<file path="config.mk">
export PLATFORM = sky130hd
export DESIGN_NAME = dmem_responder
export DESIGN_NICKNAME = d
export VERILOG_FILES = /design/src/rtl/dmem_responder.sv
export SDC_FILE = /design/constraint.sdc
export NUM_CORES = 2
export LEC_CHECK = 0
export BUFFER_PORTS_ARGS = -buffer_cell sky130_fd_sc_hd__buf_2
export CORE_UTILIZATION = 45
export DETAILED_ROUTE_END_ITERATION = 6
export SKIP_CTS_REPAIR_TIMING = 1
export SYNTH_ARGS = -nofsm -noshare
export SYNTH_HDL_FRONTEND = slang
export SYNTH_SLANG_ARGS = --single-unit
</file>
<file path="constraint.sdc">
create_clock -name clk -period 2.5 [get_ports clk]
set_clock_uncertainty 0.2 [all_clocks]
set_input_delay 0 -clock clk [delete_from_list [all_inputs] [get_ports clk]]
set_output_delay 0 -clock clk [all_outputs]
set_load 0.01 [all_outputs]
</file>
<file path="src/rtl/dmem_responder.sv">
// dmem_responder: data-memory model plus a pass/fail/timeout status monitor
// for a processor test harness. Loads are combinational. A store to the
// mailbox word ends the program as PASS or FAIL. Optional watchdog: define
// DMEM_WATCHDOG_EN to move the status to TIMEOUT after TIMEOUT_CYCLES
// cycles in RUN.
module dmem_responder #(
  parameter int DEPTH          = 64,
  parameter int PASS_ADR       = 100,
  parameter int PASS_VAL       = 7,
  parameter int TIMEOUT_CYCLES = 50
) (
  input  logic        clk,
  input  logic        reset,
  input  logic        MemWrite,
  input  logic [31:0] DataAdr,
  input  logic [31:0] WriteData,
  output logic [31:0] ReadData,
  output logic        done,
  output logic        pass,
  output logic        timeout,
  output logic [7:0]  wr_count
);

  localparam int          AW        = $clog2(DEPTH);
  localparam logic [31:0] MEM_BYTES = 32'(4 * DEPTH);
  localparam logic [31:0] MAIL_ADR  = 32'(PASS_ADR);
  localparam logic [31:0] MAIL_VAL  = 32'(PASS_VAL);

  typedef enum logic [1:0] {
    ST_RUN,
    ST_PASS,
    ST_FAIL,
    ST_TIMEOUT
  } state_t;

  state_t state, state_next;
  logic   done_next, pass_next, timeout_next;

  logic [31:0]   mem [DEPTH];
  logic [AW-1:0] word_idx;
  logic          in_range;
  logic          store_ok;
  logic          mailbox_hit;
  logic          bad_store;
  logic          wd_expire;

  assign word_idx    = DataAdr[AW+1:2];
  assign in_range    = (DataAdr < MEM_BYTES) && (DataAdr[1:0] == 2'b00);
  // Stores are blocked while reset is held, so a core running during reset
  // cannot corrupt the preserved memory image.
  assign store_ok    = reset && MemWrite && in_range;
  assign mailbox_hit = MemWrite && (DataAdr == MAIL_ADR);
  assign bad_store   = MemWrite && !in_range;

  // Memory array: write port only, deliberately not cleared by reset.
  always_ff @(posedge clk) begin
    if (store_ok) mem[word_idx] <= WriteData;
  end

  // Zero-latency load path; out-of-range or misaligned addresses read zero.
  always_comb begin
    ReadData = '0;
    if (in_range) ReadData = mem[word_idx];
  end

`ifdef DMEM_WATCHDOG_EN
  localparam int            WD_W    = $clog2(TIMEOUT_CYCLES + 1);
  localparam logic [WD_W-1:0] WD_LAST = WD_W'(TIMEOUT_CYCLES - 1);

  logic [WD_W-1:0] wd_cnt;

  // Watchdog: counts edges spent in RUN; freezes once status is terminal.
  always_ff @(posedge clk or negedge reset) begin
    if (!reset) wd_cnt <= '0;
    else if (state == ST_RUN) wd_cnt <= wd_cnt + 1'b1;
  end

  // Expiry fires on the edge that would bring the count to TIMEOUT_CYCLES.
  assign wd_expire = (state == ST_RUN) && (wd_cnt == WD_LAST);
`else
  assign wd_expire = 1'b0;
`endif

  // Status next-state: a mailbox store outranks a bad store and watchdog expiry.
  always_comb begin
    state_next   = state;
    done_next    = 1'b0;
    pass_next    = 1'b0;
    timeout_next = 1'b0;
    if (state == ST_RUN) begin
      if (mailbox_hit) state_next = (WriteData == MAIL_VAL) ? ST_PASS : ST_FAIL;
      else if (bad_store) state_next = ST_FAIL;
      else if (wd_expire) state_next = ST_TIMEOUT;
    end
    case (state_next)
      ST_PASS:    begin done_next = 1'b1; pass_next    = 1'b1; end
      ST_FAIL:    begin done_next = 1'b1;                      end
      ST_TIMEOUT: begin done_next = 1'b1; timeout_next = 1'b1; end
      default:    ;
    endcase
  end

  // Status register and registered status flags.
  always_ff @(posedge clk or negedge reset) begin
    if (!reset) begin
      state <= ST_RUN;
      done  <= 1'b0;
      pass  <= 1'b0;
    end else begin
      state <= state_next;
      done  <= done_next;
      pass  <= pass_next;
    end
  end

`ifdef DMEM_WATCHDOG_EN
  // Timeout flag register, present only with the watchdog.
  always_ff @(posedge clk or negedge reset) begin
    if (!reset) timeout <= 1'b0;
    else        timeout <= timeout_next;
  end
`else
  logic unused_timeout;
  assign unused_timeout = timeout_next;
  assign timeout        = 1'b0;
`endif

  // Accepted-store counter, saturating at 255, independent of status.
  always_ff @(posedge clk or negedge reset) begin
    if (!reset) wr_count <= 8'd0;
    else if (store_ok && (wr_count != 8'hFF)) wr_count <= wr_count + 8'd1;
  end

endmodule

</file>
==> results by stage <==
Pwr:
- In this run the power density over the cells is around 740 nW/um^2.
- The worst voltage drop across the vdd grid is approximately 820 uV.
- Total power for the finished layout comes to between 0.07 and 0.08 W.
- The leakage power summed over all cells is roughly 32 nW.

Logic synthesis:
- In the post-synthesis netlist, the cell with the most instances is sky130_fd_sc_hd__edfxtp_1.
- The number of enable-type register cells in the synthesized netlist is about 2000.
- The top cell type by area accounts for between 70 and 80% of the synthesized area.
- Counting every net in the synthesized netlist gives around 4200.
- By count the netlist is led by 2048 x sky130_fd_sc_hd__edfxtp_1, 268 x sky130_fd_sc_hd__o22ai_1, 184 x sky130_fd_sc_hd__mux4_2, 155 x sky130_fd_sc_hd__nor2_1, 151 x sky130_fd_sc_hd__o221ai_1.
- Of all flip-flops after synthesis, the portion carrying an async set or reset was less than 1%.
- For this run, the leading register cell type out of synthesis is sky130_fd_sc_hd__edfxtp_1.
- Sequential elements use about 80% of the synthesized area.
- The largest total area in the synthesized netlist belongs to sky130_fd_sc_hd__edfxtp_1.
- The synthesized design contains a little over 2000 register bits.
- The post-synthesis area per instance is between 15 and 20 sq um.
- The unique cell type count in the Yosys netlist is 79.
- For this run, the number of Yosys warnings is 0.
- The number of instances in the synthesized netlist is between 4000 and 5000.
- The synthesized netlist occupies a cell area of 79500 sq um.
- By area the synthesized netlist is led by sky130_fd_sc_hd__edfxtp_1 77%, sky130_fd_sc_hd__mux4_2 5.2%, sky130_fd_sc_hd__o22ai_1 2.1%.

Worst setup path:
- Traced cell by cell, the critical path runs through mux4_2 > mux2i_4 > a22oi_2 > buf_4 > o2111ai_4 > a2111oi_4 > buf_2.
- The top cell family by delay on the critical path is compound AO/OA/AOI/OAI gates.
- The biggest fanout along the worst timing path is 1.
- The critical path contains buffers and inverters numbering 2 combined.
- The critical path class is reg2out.
- The startpoint type of the worst setup path is a register.
- STA classifies the critical path endpoint as an output pin.
- The critical path data required time is 2.30 ns.
- The standard cell with the maximum stage delay on the critical path is sky130_fd_sc_hd__a22oi_2.
- The data arrival at the endpoint of the critical path is 3.01 ns.
- The longest individual stage delay on the worst path is 0.59 ns.

Floorplan:
- In this run the count of I/O pins placed on the die edge is 110.
- From left edge to right edge, the die measures roughly 420 um.
- The starting utilization of the core area is a little under half.
- The total number of placement rows is about 150.
- The total die area is about 180000 sq um.
- The placeable core region is approximately 170000 sq um.
- The die is 422 um tall.

Global routing:
- For this run, global-route usage on met1 was measured as about 43%.
- The layer flagged by global routing as most heavily used is met2.
- Entering global routing, the biggest net connects 65 pins.
- The total global routing track utilization is roughly a third.
- The first global-routing pass estimated around 390 mm of wire.
- The number of global-route vias before repair is roughly 47000.
- For this run the aggregate overflow at the end of global routing stands at 0.
- Global routing used slightly below 9% of the available met3 tracks.
- The global routing met2 resource utilization is around half.
- The number of antenna violations at the first check in global routing was 6.

Outcome:
- The final reports fail on hold timing, setup timing.
- The flow ran to the end, but the final reports show violations.

Placed design:
- The HPWL after detailed placement is ~190 mm.
- The final weighted congestion in routability-driven placement is roughly 0.92.
- In this run the tool buffered the top-level ports with about 110 buffer cells.

Cells and area:
- The number of fill cells in the layout is 13100.
- The number of nets in the layout is 5111.
- Relative to the synthesized area, the layout overhead comes to 24.6%.
- The proportion of layout cells with a drive suffix above 1 is 34.7%.
- Cells fill ~57% of the core in the end.

STA:
- Of the available clock period, the critical path in the final layout requires 128%.
- The worst path setup slack after routing is -0.709 ns.
- The final count of pins violating max slew came to 0.
- The fmax is about 310 MHz.
- The routed design could run at a clock period as short as between 3 and 4 ns.
- Setup total negative slack on the finished layout was measured at -12.54 ns.
- For the pin with the worst max-slew slack, the measured transition is approximately 1.4 ns.
- Final hold analysis gives a worst-case slack of -0.0189 ns.
- Setup repair after global routing could not meet its margin everywhere.
- The relative max-transition margin is approximately 3.3%.
- Setup violations remaining at the end of the flow were counted as 32.
- The number of failing hold endpoints at the final stage is 5.

Clock network:
- For this design, the sink count on the clock tree is a little over 2000.
- After clock tree synthesis, the clock-pin slew on the worst setup and hold paths is ~0.06 ns.
- The clock latency on the worst-skew pair is roughly 0.86 ns.
- The H-tree was split into 4 levels.
- The maximum clock path buffer count is 3.
- TritonCTS built the clock tree.
- Counting the buffers created by CTS gives about 200.
- The root buffer cell is sky130_fd_sc_hd__clkbuf_16.

Route:
- The total via count in the routed design is 48700.
- The first detailed-routing pass ran for 5 iterations.
- The remaining antenna violation count is 0.
- In the final routed layout, each cell accounts on average for between 30 and 40 um.
- The detailed router's first-iteration violation count is 7948.
- The total routed wirelength is ~290 mm.
- The per-cell via count in the routed design is 6.46.
- In the routed design, unresolved DRC markers number 0.

Flow run:
- Max-cap violations in this run came to 0.

Min path:
- The worst hold-check path type is in2async.
==> path summary, 6_finish.rpt <==
kind                                              start                      end  slack [ns]  cells past startpoint
worst max register to register  wr_count[2]$_DFFE_PN0P_  wr_count[1]$_DFFE_PN0P_        0.61                      5
worst min register to register       state[1]$_DFF_PN0_           pass$_DFF_PN0_        0.28                      1
worst min-delay path                              reset       state[0]$_DFF_PN0_       -0.02                      4
min in group clk                           WriteData[2]     mem[21][2]$_DFFE_PP_        0.07                      3
max in group asynchronous                         reset  wr_count[4]$_DFFE_PN0P_        1.94                      4
worst max-delay path               mem[1][31]$_DFFE_PP_             ReadData[31]       -0.71                      7
==> stage by stage <==
step                      setup slack [ns]  hold slack [ns]  cell area, sq um  instances
after floorplan                     -0.326           -0.496             80100       4161
after global placement              -0.848           -0.219             90700       7134
after detailed placement            -0.910           -0.210             90700       7134
after CTS                            -1.27            -1.14             97200       7507
after global routing                -0.743           0.0196             99100       7535
final                               -0.709          -0.0189             99100       7538
==> worst min-delay path: stages <==
cell and delay (ns):
sky130_fd_sc_hd__dlygate4sd3_1 0.52, sky130_fd_sc_hd__buf_2 0.12, sky130_fd_sc_hd__dlygate4sd3_1 0.55, sky130_fd_sc_hd__buf_4 0.20
==> cell type report <==
| class | instances | area (sq um) | area share (%) |
|---|---|---|---|
| sequential | 2060 | 61800 | 62.4 |
| tap | 2325 | 2910 | 2.94 |
| clock inverter | 102 | 1070 | 1.08 |
| inverter | 4 | 21.3 | 0.0215 |
| antenna | 3 | 7.51 | 0.00758 |
| clock buffer | 271 | 5440 | 5.49 |
| multi-input combinational | 1823 | 17900 | 18.1 |
| timing repair buffer | 950 | 9890 | 9.98 |
==> placed cells by master (no fill, tap or decap), types with 12 or more instances in the layout <==
cell type,Yosys,layout
sky130_fd_sc_hd__edfxtp_1,2048,2048
sky130_fd_sc_hd__buf_4,59,575
sky130_fd_sc_hd__o22ai_1,268,242
sky130_fd_sc_hd__buf_12,11,219
sky130_fd_sc_hd__clkbuf_16,0,206
sky130_fd_sc_hd__mux4_2,184,192
sky130_fd_sc_hd__mux2i_1,147,143
sky130_fd_sc_hd__mux2_2,144,136
sky130_fd_sc_hd__o221ai_1,151,131
sky130_fd_sc_hd__nand2_1,139,128
sky130_fd_sc_hd__o21ai_0,127,109
sky130_fd_sc_hd__a21oi_1,115,99
sky130_fd_sc_hd__nor2_1,155,85
sky130_fd_sc_hd__buf_2,96,84
sky130_fd_sc_hd__nor2_4,0,65
sky130_fd_sc_hd__clkbuf_1,62,61
sky130_fd_sc_hd__dlygate4sd3_1,0,45
sky130_fd_sc_hd__clkinv_1,1,41
sky130_fd_sc_hd__clkinv_2,0,29
sky130_fd_sc_hd__buf_6,32,24
sky130_fd_sc_hd__a22oi_1,30,22
sky130_fd_sc_hd__a22o_1,24,21
sky130_fd_sc_hd__o22ai_2,0,19
sky130_fd_sc_hd__nand3_1,26,18
sky130_fd_sc_hd__a211oi_1,25,18
sky130_fd_sc_hd__bufinv_16,0,18
sky130_fd_sc_hd__o221ai_2,1,17
sky130_fd_sc_hd__o22a_1,16,16
sky130_fd_sc_hd__nor4_1,28,14
sky130_fd_sc_hd__o21ai_1,4,14
sky130_fd_sc_hd__nor3_1,27,14
sky130_fd_sc_hd__a222oi_1,12,12
sky130_fd_sc_hd__dfrtp_1,12,12
==> where the power goes <==
group          internal (W)  leakage (nW)  total, W    switching [W]
Clock                0.0171          3.16    0.0303           0.0131
Sequential           0.0380          18.6    0.0380  0.0000000000153
Combinational       0.00176          10.6   0.00490          0.00314
==> metal layers <==
layer,vias up,part of all wire [%]
met4,0,4.3
met1,25500,37
met5,-,0
li1,19200,-
met3,554,13
met2,3511,46
==> sequential cells by signal, indices dropped and copies added, names as in the netlist <==
name	cells
done	1
pass	1
mem	2048
wr_count	8
state	2
==> kinds of logic after synthesis <==
| logic type | count (synthesis) | synth area share (%) |
|---|---|---|
| multiplexers | 494 | 9.73 |
| other | 1 | 0.00471 |
| flip-flops | 2060 | 77.7 |
| AND/OR/NAND/NOR | 461 | 2.72 |
| AO/OA/AOI/OAI | 860 | 7.42 |
| XOR/XNOR | 6 | 0.0661 |
| adder cells (fa/ha/maj) | 1 | 0.0157 |
| buffers and inverters | 278 | 2.35 |
Note: power is estimated with default switching activity, not from simulation.
